## src/rtl/sar_adc_control.sv

```systemverilog
// sar_adc_control: successive-approximation sequencer driving an R2R DAC code and
// reading back one external comparator. A binary search over WIDTH bits yields the
// code matching the analog input; the final code is left on the DAC afterwards.
module sar_adc_control #(
  parameter int WIDTH         = 8,
  parameter int SETTLE_CYCLES = 4
) (
  input  logic             clk,
  input  logic             rst,
  input  logic             start,
  input  logic             cont,
  input  logic             abort,
  input  logic             cmp,
  output logic [WIDTH-1:0] dac_out,
  output logic [WIDTH-1:0] result,
  output logic             busy,
  output logic             done
);

  localparam int IW = (WIDTH > 1) ? $clog2(WIDTH) : 1;
  localparam int CW = (SETTLE_CYCLES > 1) ? $clog2(SETTLE_CYCLES) : 1;
  localparam logic [WIDTH-1:0] MSB_CODE   = {1'b1, {(WIDTH-1){1'b0}}};
  localparam logic [IW-1:0]    IDX_TOP    = IW'(WIDTH - 1);
  localparam logic [CW-1:0]    CNT_RELOAD = CW'(SETTLE_CYCLES - 1);

  typedef enum logic [1:0] {
    S_IDLE   = 2'd0,
    S_SETTLE = 2'd1,
    S_DECIDE = 2'd2,
    S_DONE   = 2'd3
  } state_t;

  state_t           r_state;
  logic [WIDTH-1:0] r_dac_out;
  logic [WIDTH-1:0] r_result;
  logic             r_busy;
  logic             r_done;
  logic [IW-1:0]    r_idx;
  logic [CW-1:0]    r_cnt;
  logic             r_cmp_meta;
  logic             r_cmp_s;
  logic [WIDTH-1:0] w_decided;
  logic [WIDTH-1:0] w_next_trial;

  // Two-flop synchroniser for the asynchronous comparator output.
  always_ff @(posedge clk or posedge rst) begin
    if (rst) begin
      r_cmp_meta <= 1'b0;
      r_cmp_s    <= 1'b0;
    end else begin
      r_cmp_meta <= cmp;
      r_cmp_s    <= r_cmp_meta;
    end
  end

  // Resolve the current trial bit and form the next trial code (next lower bit set).
  always_comb begin
    w_decided = r_dac_out;
    if (!r_cmp_s) begin
      w_decided[r_idx] = 1'b0;
    end else begin
      w_decided[r_idx] = r_dac_out[r_idx];
    end
    w_next_trial = w_decided;
    if (r_idx != {IW{1'b0}}) begin
      w_next_trial[r_idx - IW'(1)] = 1'b1;
    end else begin
      w_next_trial = w_decided;
    end
  end

  // Conversion FSM: abort wins over start/cont; all outputs registered.
  always_ff @(posedge clk or posedge rst) begin
    if (rst) begin
      r_state   <= S_IDLE;
      r_dac_out <= {WIDTH{1'b0}};
      r_result  <= {WIDTH{1'b0}};
      r_busy    <= 1'b0;
      r_done    <= 1'b0;
      r_idx     <= {IW{1'b0}};
      r_cnt     <= {CW{1'b0}};
    end else begin
      r_done <= 1'b0;
      case (r_state)
        S_IDLE: begin
          if (abort) begin
            r_dac_out <= {WIDTH{1'b0}};
            r_busy    <= 1'b0;
          end else if (start) begin
            r_state   <= S_SETTLE;
            r_dac_out <= MSB_CODE;
            r_idx     <= IDX_TOP;
            r_cnt     <= CNT_RELOAD;
            r_busy    <= 1'b1;
          end else begin
            r_busy <= 1'b0;
          end
        end
        S_SETTLE: begin
          if (abort) begin
            r_state   <= S_IDLE;
            r_dac_out <= {WIDTH{1'b0}};
            r_busy    <= 1'b0;
          end else if (r_cnt == {CW{1'b0}}) begin
            r_state <= S_DECIDE;
          end else begin
            r_cnt <= r_cnt - CW'(1);
          end
        end
        S_DECIDE: begin
          if (abort) begin
            r_state   <= S_IDLE;
            r_dac_out <= {WIDTH{1'b0}};
            r_busy    <= 1'b0;
          end else if (r_idx != {IW{1'b0}}) begin
            r_state   <= S_SETTLE;
            r_dac_out <= w_next_trial;
            r_idx     <= r_idx - IW'(1);
            r_cnt     <= CNT_RELOAD;
          end else begin
            r_state   <= S_DONE;
            r_dac_out <= w_decided;
            r_result  <= w_decided;
            r_done    <= 1'b1;
          end
        end
        S_DONE: begin
          if (abort) begin
            r_state   <= S_IDLE;
            r_dac_out <= {WIDTH{1'b0}};
            r_busy    <= 1'b0;
          end else if (cont) begin
            r_state   <= S_SETTLE;
            r_dac_out <= MSB_CODE;
            r_idx     <= IDX_TOP;
            r_cnt     <= CNT_RELOAD;
          end else begin
            r_state <= S_IDLE;
            r_busy  <= 1'b0;
          end
        end
        default: begin
          r_state   <= S_IDLE;
          r_dac_out <= {WIDTH{1'b0}};
          r_busy    <= 1'b0;
        end
      endcase
    end
  end

  assign dac_out = r_dac_out;
  assign result  = r_result;
  assign busy    = r_busy;
  assign done    = r_done;

endmodule

```

## config.mk

```make
export PLATFORM = sky130hd
export DESIGN_NAME = sar_adc_control
export DESIGN_NICKNAME = d
export VERILOG_FILES = /design/src/rtl/sar_adc_control.sv
export SDC_FILE = /design/constraint.sdc
export NUM_CORES = 1
export LEC_CHECK = 0
export ABC_AREA = 1
export BUFFER_PORTS_ARGS = -buffer_cell sky130_fd_sc_hd__buf_4
export CELL_PAD_IN_SITES_DETAIL_PLACEMENT = 0
export CELL_PAD_IN_SITES_GLOBAL_PLACEMENT = 2
export CORE_MARGIN = 1.5
export CORE_UTILIZATION = 29
export CTS_CLUSTER_DIAMETER = 120
export DETAILED_ROUTE_END_ITERATION = 10
export HOLD_SLACK_MARGIN = 0.05
export PLACE_DENSITY = 0.79
export SLEW_MARGIN = 30
export SYNTH_ARGS = -nofsm -noshare
export SYNTH_HDL_FRONTEND = slang
export SYNTH_SLANG_ARGS = --single-unit
```

## constraint.sdc

```tcl
create_clock -name clk -period 1.5 [get_ports clk]
set_input_delay 0.3 -clock clk [delete_from_list [all_inputs] [get_ports clk]]
set_output_delay 0.3 -clock clk [all_outputs]
set_load 0.005 [all_outputs]
```

==> results of run 1 <==
## path summary, 6_finish.rpt
check | from | end | slack (ns) | cells past startpoint
hold / removal | rst | result[3]$_DFFE_PP0P_ | 0.08 | 3
min in group clk | cmp | r_cmp_meta$_DFF_PP0_ | 0.12 | 1
max in group asynchronous | rst | result[7]$_DFFE_PP0P_ | 1.16 | 3
setup / recovery | r_state[1]$_DFFE_PP0P_ | r_idx[2]$_DFFE_PP0P_ | 0.05 | 7
setup reg to reg | r_state[1]$_DFFE_PP0P_ | r_idx[2]$_DFFE_PP0P_ | 0.05 | 7
hold reg to reg | r_cmp_meta$_DFF_PP0_ | r_cmp_s$_DFF_PP0_ | 0.36 | 0
## placed cells by master, fill, tap and decap left out, drive strengths merged
cell type / synthesis / final
ha: 8 / 8
nor2: 12 / 12
nand3: 15 / 15
o21ai: 32 / 32
nor3: 1 / 1
clkbuf: 0 / 3
inv: 24 / 24
dfrtp: 27 / 27
buf: 3 / 36
nand2: 61 / 61
a21oi: 5 / 5
clkinv: 0 / 1
o21a: 1 / 1
## sequential cells by signal (all words and copies together) (netlist names)
signal / flops
dac_out: 8
result: 8
r_idx: 3
r_cnt: 2
r_state: 2
busy: 1
done: 1
r_cmp_meta: 1
r_cmp_s: 1
## cells in the mapped netlist
| library cell | instances | share of area (%) |
|---|---|---|
| buf_6 | 2 | 1.5 |
| nor2_1 | 10 | 2.5 |
| nand2_2 | 1 | 0.42 |
| nor2_4 | 1 | 0.75 |
| nand3_1 | 14 | 4.7 |
| nand2_1 | 59 | 15 |
| a21oi_1 | 4 | 1.3 |
| inv_2 | 4 | 1.0 |
| dfrtp_1 | 27 | 45 |
| nand2_4 | 1 | 0.75 |
| ha_1 | 8 | 6.7 |
| nand3_2 | 1 | 0.67 |
| o21ai_0 | 18 | 6.0 |
| inv_1 | 19 | 4.8 |
| nor2_2 | 1 | 0.42 |
| o21ai_1 | 11 | 3.7 |
| inv_4 | 1 | 0.42 |
| o21ai_2 | 3 | 1.8 |
| nor3_4 | 1 | 1.1 |
| a21oi_2 | 1 | 0.59 |
| buf_2 | 1 | 0.33 |
| o21a_1 | 1 | 0.50 |
## per-layer routing
| metal | vias to the layer above | part of all wire [%] |
|---|---|---|
| met2 | 21 | 48 |
| met3 | 4 | 3.2 |
| met1 | 576 | 48 |
| met4 | 0 | 0.72 |
| li1 | 681 | - |
| met5 | - | 0 |
## final cells by class
cell class | instances | area, µm²
clock inverter | 1 | 5.00
multi-input combinational | 135 | 744
clock buffer | 3 | 41.3
timing repair buffer | 36 | 274
fill | 505 | 2930
sequential | 27 | 676
tap | 67 | 83.8
inverter | 24 | 95.1
## kinds of logic after synthesis
kind of cell | synth area share [%]
flops | 45.2
buf+inv | 8.04
compound gates | 13.9
simple gates | 26.1
fa+ha+maj | 6.70
## through the flow
stage,total power (µW),utilization (%)
after floorplan,2130,-
after global placement,2660,37.4
after detailed placement,2640,37.4
after CTS,3070,38.3
after global routing,3520,39.6
final,3160,39.6
## critical path: stages (launching register included)
cell and delay (ns):
dfrtp_1 0.41, buf_4 0.15, ha_4 0.16, buf_4 0.13
o21ai_0 0.19, nand3_2 0.15, nand2_1 0.09, o21ai_1 0.06
## timing repair
| item | in CTS | in global routing |
|---|---|---|
| hold buffers | 0 | 0 |
| endpoints found under the setup margin | 0 | 24 |
| buffers inserted | 0 | 1 |
| gates resized for setup | 0 | 19 |
## power by group through the flow
stage	clock network, µW	registers [µW]	logic (µW)
after global routing	465	1010	2040
after CTS	441	984	1650
final	420	989	1750
after detailed placement	0	999	1640
after global placement	0	1000	1660
after floorplan	0	960	1170
==> flow_metrics.py, run 1 <==
metrics = {
    "global_routing": {
        "grt_overflow": 0,
        "grt_pass1_vias": 1282,
        "grt_util_met1_pct": 18.5,
        "met3_usage_pct": 2.95,
        "grt_max_degree": 28,
        "antenna_found_initial": 0,
        "top_usage_layer": "met2",
        "met2_usage_pct": 23.1,
        "grtUsageTotal_pct": 13.8,
        "grt_pass1_wl_um": 5880,
    },
    "detailed_routing": {
        "ant_nets": 0,
        "drt-initial-drc-count": 22,
        "drt-pass1-iter-count": 4,
        "vias_per_cell": 4.38,
        "drc_errors": 0,
        "wirelength_um": 3450,
        "routedWlPerCell_um": 11.8,
        "via_count": 1282,
    },
    "sta": {
        "tightestPinTransition_ns": 0.354,
        "max_freq_mhz": 691,
        "finClkSkew_ns": 0.00241,
        "hold_viol_final": 0,
        "min_period_ns": 1.45,
        "final-max-slew-violation-count": 0,
        "fin_setup_tns_ns": 0,
        "hold_slack_ns": 0.0811,
        "relSlewSlack_pct": 76.4,
        "setup_viol": 0,
        "fin_crit_sh_pct": 96.5,
        "rsz0062_at_grt": "true",
        "setup_ws_ns": 0.0521,
    },
    "floorplanning": {
        "start_util_pct": 30.8,
        "io_pins": 24,
        "dieArea_mm2": 0.00559,
        "die_w_um": 74.8,
        "die_h_um": 74.8,
        "num_rows": 25,
        "coreArea_mm2": 0.00485,
    },
    "power": {
        "p_per_area_mw_per_mm2": 1650,
        "seqPwrFrac_pct": 31.3,
        "p_int_uw": 1740,
        "ir_drop_mv": 0.810,
        "swShare_pct": 44.9,
        "combPwrFrac_pct": 55.4,
        "p_leak_uw": 0.00101,
        "clockPowerShare_pct": 13.3,
        "p_sw_uw": 1420,
    },
    "setup_path": {
        "crit_fanout": 6,
        "critPathRequiredTime_ns": 1.67,
        "arrival_ns": 1.62,
        "cp-end-kind": "register",
        "path_class": "reg -> reg",
        "start_kind": "register",
    },
    "cts": {
        "clk_pin_slew_worst_paths_ns": 0.09,
        "htreeDepth": 1,
        "clkSinkCount": 27,
        "clk_latency_ns": 0.28,
        "cts_tree": "done",
        "root_buffer": "clkbuf_8",
        "cts_buffers": 3,
        "cts_buffer_depth": 2,
    },
    "synth": {
        "ys_seq_area_share_pct": 45.2,
        "mappedNetlistArea_mm2": 0.00149,
        "synth-seq-cells": 27,
        "ys_warn_count": 0,
        "synth_cell_type_count": 22,
        "syn_avg_cell_area_um2": 7.90,
        "syn-num-nets": 203,
        "syn_inst": 189,
    },
    "cells_and_area": {
        "instances_no_fill": 293,
        "design_area_mm2": 0.00192,
        "syn_to_final_growth_pct": 28.5,
        "nNetsFinal": 241,
        "diodes": 0,
        "layout-drive-gt1-share_pct": 29.2,
    },
    "placement": {
        "hpwlAfterDp_um": 2620,
        "numPlacedInstances": 288,
        "port_buffers": 23,
        "placed_area_mm2": 0.00181,
        "gp_congestion": 0.781,
        "dp_slack_ns": 0.0128,
    },
    "run_status": {
        "status": "finished, final reports clean",
    },
    "flow_run": {
        "maxCapViolations": 0,
    },
    "hold_path": {
        "hold_path_class": "in -> async",
    },
}
Power figures use the tool's default switching activity.
==> run 2, diff against run 1 <==
--- a/config.mk
+++ b/config.mk
@@ -7,7 +7,7 @@
 export LEC_CHECK = 0
 export ABC_AREA = 1
 export BUFFER_PORTS_ARGS = -buffer_cell sky130_fd_sc_hd__buf_4
-export CELL_PAD_IN_SITES_DETAIL_PLACEMENT = 0
+export CELL_PAD_IN_SITES_DETAIL_PLACEMENT = 1
 export CELL_PAD_IN_SITES_GLOBAL_PLACEMENT = 2
 export CORE_MARGIN = 1.5
 export CORE_UTILIZATION = 29
==> run 2 against run 1 <==
Cell count rose by 0.34%. Clock power rose by 2%. Sequential power barely moved. Worst setup slack improved by 0.030 ns. Global-route usage rose by 0.59 points. Fmax rose by 2.1%. Largest cell class unchanged. Clock skew rose by 0.0048 ns. Combinational power rose by 5%. Critical path depth did not move. Via count rose by 4.4%. Highest routed layer unchanged. Critical endpoint unchanged. Count of clock-buffer cells in the layout did not move. Die area did not move.
==> flow_metrics.py, run 2 (same netlist as run 1, synthesis figures left out) <==
metrics = {
    "setup_path": {
        "path_cells": "buf_4 -> ha_4 -> buf_4 -> o21ai_1 -> nand3_2 -> nand2_1 -> o21ai_1",
        "crit_path_max_incr_delay_ns": 0.42,
        "critPathRequiredTime_ns": 1.68,
        "arrival_ns": 1.59,
        "r2r_cells": 7,
        "cp-end-kind": "register",
        "start_kind": "register",
        "crit_fanout": 6,
        "path_class": "reg -> reg",
        "cp_slowest_cell": "dfrtp_1",
    },
    "cells_and_area": {
        "syn_to_final_growth_pct": 30.0,
        "final_cell_mix": "nand2_1, buf_4, dfrtp_1",
        "n_fill_cell": 585,
        "ff_latch_area_um2": 676,
        "instances_no_fill": 294,
        "layout-drive-gt1-share_pct": 31.7,
        "diodes": 0,
        "multi_input_area_um2": 759,
        "nNetsFinal": 242,
        "layout_commonest_cell": "nand2_1",
    },
    "cts": {
        "cts_buffer_depth": 2,
        "clk_latency_ns": 0.28,
        "clk_pin_slew_worst_paths_ns": 0.10,
        "cts_buffers": 3,
        "cts_tree": "done",
        "root_buffer": "clkbuf_8",
        "clkSinkCount": 27,
        "htreeDepth": 1,
    },
    "floorplanning": {
        "die_h_um": 74.8,
        "die_w_um": 74.8,
        "coreArea_mm2": 0.00485,
        "start_util_pct": 30.8,
        "io_pins": 24,
        "num_rows": 25,
        "dieArea_mm2": 0.00559,
    },
    "detailed_routing": {
        "via_count": 1338,
        "drt-initial-drc-count": 11,
        "vias_per_cell": 4.55,
        "wirelength_um": 3670,
        "ant_nets": 0,
        "routedWlPerCell_um": 12.5,
        "drt-pass1-iter-count": 4,
        "drc_errors": 0,
    },
    "global_routing": {
        "antenna_found_initial": 0,
        "grt_pass1_wl_um": 6050,
        "grtUsageTotal_pct": 14.4,
        "grt_overflow": 0,
        "grt_max_degree": 28,
        "grt_pass1_vias": 1347,
    },
    "flow_run": {
        "maxCapViolations": 0,
    },
    "power": {
        "p_leak_uw": 0.00101,
        "total_power_uw": 3260,
        "p_per_area_mw_per_mm2": 1680,
        "ir_drop_mv": 0.759,
    },
    "sta": {
        "final-max-slew-violation-count": 0,
        "setup_viol": 0,
        "hold_slack_ns": 0.0783,
        "hold_viol_final": 0,
        "min_period_ns": 1.42,
        "rsz0062_at_grt": "true",
        "max_freq_mhz": 705,
        "finClkSkew_ns": 0.00721,
        "fin_crit_sh_pct": 94.5,
        "tightestPinTransition_ns": 0.358,
        "setup_ws_ns": 0.0820,
        "relSlewSlack_pct": 76.1,
    },
    "placement": {
        "gp_congestion": 0.781,
        "hpwlAfterDp_um": 2870,
        "numPlacedInstances": 288,
        "port_buffers": 23,
        "dp_slack_ns": -0.00993,
    },
    "hold_path": {
        "hold_path_class": "in -> async",
    },
    "run_status": {
        "status": "finished, final reports clean",
    },
}
[run 2: changes by cell type in the layout (fill, tap and decap cells not counted), moves of 2 or more]
cell   before  now
inv_1      15   13
ha_1        6    4
ha_2        1    3
inv_2       7    9
[run 2: through the flow]
step | area (µm²) | setup TNS [ns] | utilization (%)
final | 1940 | 0 | 40.1
after global routing | 1940 | -0.114 | 40.1
after CTS | 1860 | 0 | 38.3
after detailed placement | 1810 | -0.0240 | 37.4
after global placement | 1810 | 0 | 37.4
after floorplan | 1490 | 0 | -
[run 2: final timing paths]
| check | from | to | slack, ns |
|---|---|---|---|
| max | r_state[1]$_DFFE_PP0P_ | r_idx[2]$_DFFE_PP0P_ | 0.08 |
| min | rst | result[3]$_DFFE_PP0P_ | 0.08 |
| max reg2reg | r_state[1]$_DFFE_PP0P_ | r_idx[2]$_DFFE_PP0P_ | 0.08 |
| min reg2reg | r_cmp_meta$_DFF_PP0_ | r_cmp_s$_DFF_PP0_ | 0.36 |
| max in group asynchronous | rst | result[5]$_DFFE_PP0P_ | 1.15 |
| min in group clk | cmp | r_cmp_meta$_DFF_PP0_ | 0.12 |
[run 2: metal layers]
metal  global-route usage (%)  up-vias  wire length (µm)
li1                         -      674                 -
met1                     17.1      637              1700
met2                     26.7       22              1830
met3                     2.95        5               117
met4                     3.03        0                28
met5                        0        -                 0
[run 2: critical path: cells and delay by family (launching register included)]
family          cells  cell delay [ns]
flops               1             0.42
buf+inv             2             0.29
simple gates        2             0.24
compound gates      2             0.20
fa+ha+maj           1             0.16
[run 2: cell type report]
cell class | instances | share of cell area [%]
clock buffers | 3 | 2.13
clock inverters | 1 | 0.258
inverters | 24 | 4.90
multi-input cells | 135 | 39.1
flip-flops and latches | 27 | 34.8
well taps | 67 | 4.32
repair buffers | 37 | 14.5
[run 2: timing repair]
action | 4_1_cts | 5_1_grt
endpoints found under the setup margin | 10 | 24
setup buffers | 0 | 2
pin swaps | 1 | 7
gates resized for setup | 2 | 24
hold buffers | 0 | 0
[run 2: power breakdown]
group / total, µW / switching (µW) / internal (µW)
clock network: 427 / 240 / 187
logic: 1840 / 1110 / 728
registers: 990 / 122 / 868
==> run 3, diff against run 2 <==
--- a/config.mk
+++ b/config.mk
@@ -15,6 +15,7 @@
 export DETAILED_ROUTE_END_ITERATION = 10
 export HOLD_SLACK_MARGIN = 0.05
 export PLACE_DENSITY = 0.79
+export RECOVER_POWER = 50
 export SLEW_MARGIN = 30
 export SYNTH_ARGS = -nofsm -noshare
 export SYNTH_HDL_FRONTEND = slang
==> run 3 against run 2 <==
Global-route usage unchanged. Cell count unchanged. Design area decreased by 0.13%. First-iteration DRC count increased by 18%. Count of clock-buffer cells in the layout unchanged. Worst setup slack about the same. Via count decreased by 0.22%. Wire length unchanged. Critical endpoint unchanged.
==> flow_metrics.py, run 3 (same netlist as run 1, synthesis figures left out) <==
metrics = {
    "run_status": {
        "status": "finished, final reports clean",
    },
    "setup_path": {
        "arrival_ns": 1.59,
        "crit_path_max_incr_delay_ns": 0.42,
        "path_cells": "buf_4 -> ha_4 -> buf_4 -> o21ai_1 -> nand3_2 -> nand2_1 -> o21ai_1",
        "path_delay_family": "flip-flops",
        "r2r_end": "r_idx[2]$_DFFE_PP0P_",
        "path_buf_inv": 2,
        "r2r-start": "r_state[1]$_DFFE_PP0P_",
        "cp-end-kind": "register",
        "worstSetupStartpoint": "r_state[1]$_DFFE_PP0P_",
        "path_class": "reg -> reg",
        "cp.depth": 7,
        "r2r_cells": 7,
        "start_kind": "register",
        "cp_slowest_cell": "dfrtp_1",
        "crit_fanout": 6,
        "critPathRequiredTime_ns": 1.68,
        "regToRegSetupSlack_ns": 0.08,
    },
    "cts": {
        "cts_buffers": 3,
        "cts_tree": "done",
        "cts_buffer_depth": 2,
        "clk_pin_slew_worst_paths_ns": 0.10,
        "clkSinkCount": 27,
        "htreeDepth": 1,
        "clk_latency_ns": 0.28,
        "root_buffer": "clkbuf_8",
        "cts_hold_buf": 0,
    },
    "sta": {
        "setup_ws_ns": 0.0820,
        "finClkSkew_ns": 0.00723,
        "relSlewSlack_pct": 53.2,
        "max_freq_mhz": 705,
        "hold_slack_ns": 0.147,
        "rsz0062_at_grt": "true",
        "setup_viol": 0,
        "final-max-slew-violation-count": 0,
        "hold_viol_final": 0,
        "min_period_ns": 1.42,
        "fin_crit_sh_pct": 94.5,
        "tightestPinTransition_ns": 0.703,
    },
    "cells_and_area": {
        "layout-drive-gt1-share_pct": 31.7,
        "nNetsFinal": 242,
        "syn_to_final_growth_pct": 29.8,
        "diodes": 0,
        "final_cell_mix": "nand2_1, buf_4, dfrtp_1",
        "layout_commonest_cell": "nand2_1",
    },
    "power": {
        "clockPowerShare_pct": 13.1,
        "p_int_uw": 1780,
        "ir_drop_mv": 0.759,
        "seqPwrFrac_pct": 30.4,
        "p_leak_uw": 0.00101,
        "total_power_uw": 3260,
        "p_sw_uw": 1480,
        "p_per_area_mw_per_mm2": 1680,
        "combPwrFrac_pct": 56.5,
        "swShare_pct": 45.3,
    },
    "detailed_routing": {
        "vias_per_cell": 4.54,
        "via_count": 1335,
        "drt-pass1-iter-count": 4,
        "drc_errors": 0,
        "drt-initial-drc-count": 13,
        "wirelength_um": 3670,
        "ant_nets": 0,
        "routedWlPerCell_um": 12.5,
    },
    "flow_run": {
        "maxCapViolations": 0,
    },
    "floorplanning": {
        "die_h_um": 74.8,
        "dieArea_mm2": 0.00559,
        "die_w_um": 74.8,
        "start_util_pct": 30.8,
        "io_pins": 24,
        "coreArea_mm2": 0.00485,
        "num_rows": 25,
    },
    "hold_path": {
        "holdPathEnd": "r_cmp_meta$_DFF_PP0_",
        "hp-start": "cmp",
        "worstHoldPathCells": 1,
        "hold_path_class": "in -> reg",
    },
    "global_routing": {
        "grt_overflow": 0,
        "grt_max_degree": 28,
        "antenna_found_initial": 0,
        "grt_pass1_wl_um": 6050,
        "grtUsageTotal_pct": 14.4,
        "grt_pass1_vias": 1347,
    },
    "placement": {
        "dp_slack_ns": -0.00993,
        "hpwlAfterDp_um": 2870,
        "gp_congestion": 0.781,
        "port_buffers": 23,
    },
}
==> run 3: per-stage QoR <==
stage                     setup TNS [ns]  cells  util (%)  area, µm²
final                                  0    294      40.0       1940
after global routing              -0.114    294      40.0       1940
after CTS                              0    292      38.3       1860
after detailed placement         -0.0240    288      37.4       1810
after global placement                 0    288      37.4       1810
after floorplan                        0    189         -       1490
==> run 3: routing by layer <==
metal  track usage, %  vias up  part of all wire (%)
met5                0        -                     0
met1             17.1      634                    46
met2             26.7       22                    50
met3             2.95        5                   3.2
met4             3.03        0                  0.76
li1                 -      674                     -
==> run 3: worst register-to-register path: stages, from the launching register on <==
cell     delay [ns]
dfrtp_1        0.42
buf_4          0.16
ha_4           0.16
buf_4          0.13
o21ai_1        0.14
nand3_2        0.15
nand2_1        0.09
o21ai_1        0.06
==> run 3: cell type report <==
type / instances / area [µm²]
clock buffers: 3 / 41.3
clock inverters: 1 / 5.00
fillers: 586 / 2910
inverters: 24 / 95.1
multi-input cells: 135 / 759
flip-flops and latches: 27 / 676
well taps: 67 / 83.8
repair buffers: 37 / 279
==> run 3: worst max-delay path by stage <==
stage                                   endpoint  slack [ns]
final                       r_idx[2]$_DFFE_PP0P_        0.08
after global placement    dac_out[5]$_DFFE_PP0P_       0.009
after global routing        r_idx[2]$_DFFE_PP0P_       -0.03
after floorplan            result[0]$_DFFE_PP0P_        0.05
after detailed placement  dac_out[2]$_DFFE_PP0P_       -0.01
after CTS                 dac_out[2]$_DFFE_PP0P_        0.02
==> run 3: what timing repair did <==
item                                    CTS  global route
buffers inserted                          0             2
pin swaps                                 1             7
endpoints found under the setup margin   10            24
gates resized for setup                   2            24
==> run 3: power by group through the flow <==
| stage | logic [µW] | clock network [µW] | registers, µW |
|---|---|---|---|
| 6_report | 1840 | 427 | 990 |
| 5_1_grt | 2140 | 464 | 1020 |
| 4_1_cts | 1680 | 446 | 988 |
| 3_5_place_dp | 1680 | 0 | 999 |
| 3_3_place_gp | 1660 | 0 | 1000 |
| 2_1_floorplan | 1170 | 0 | 960 |
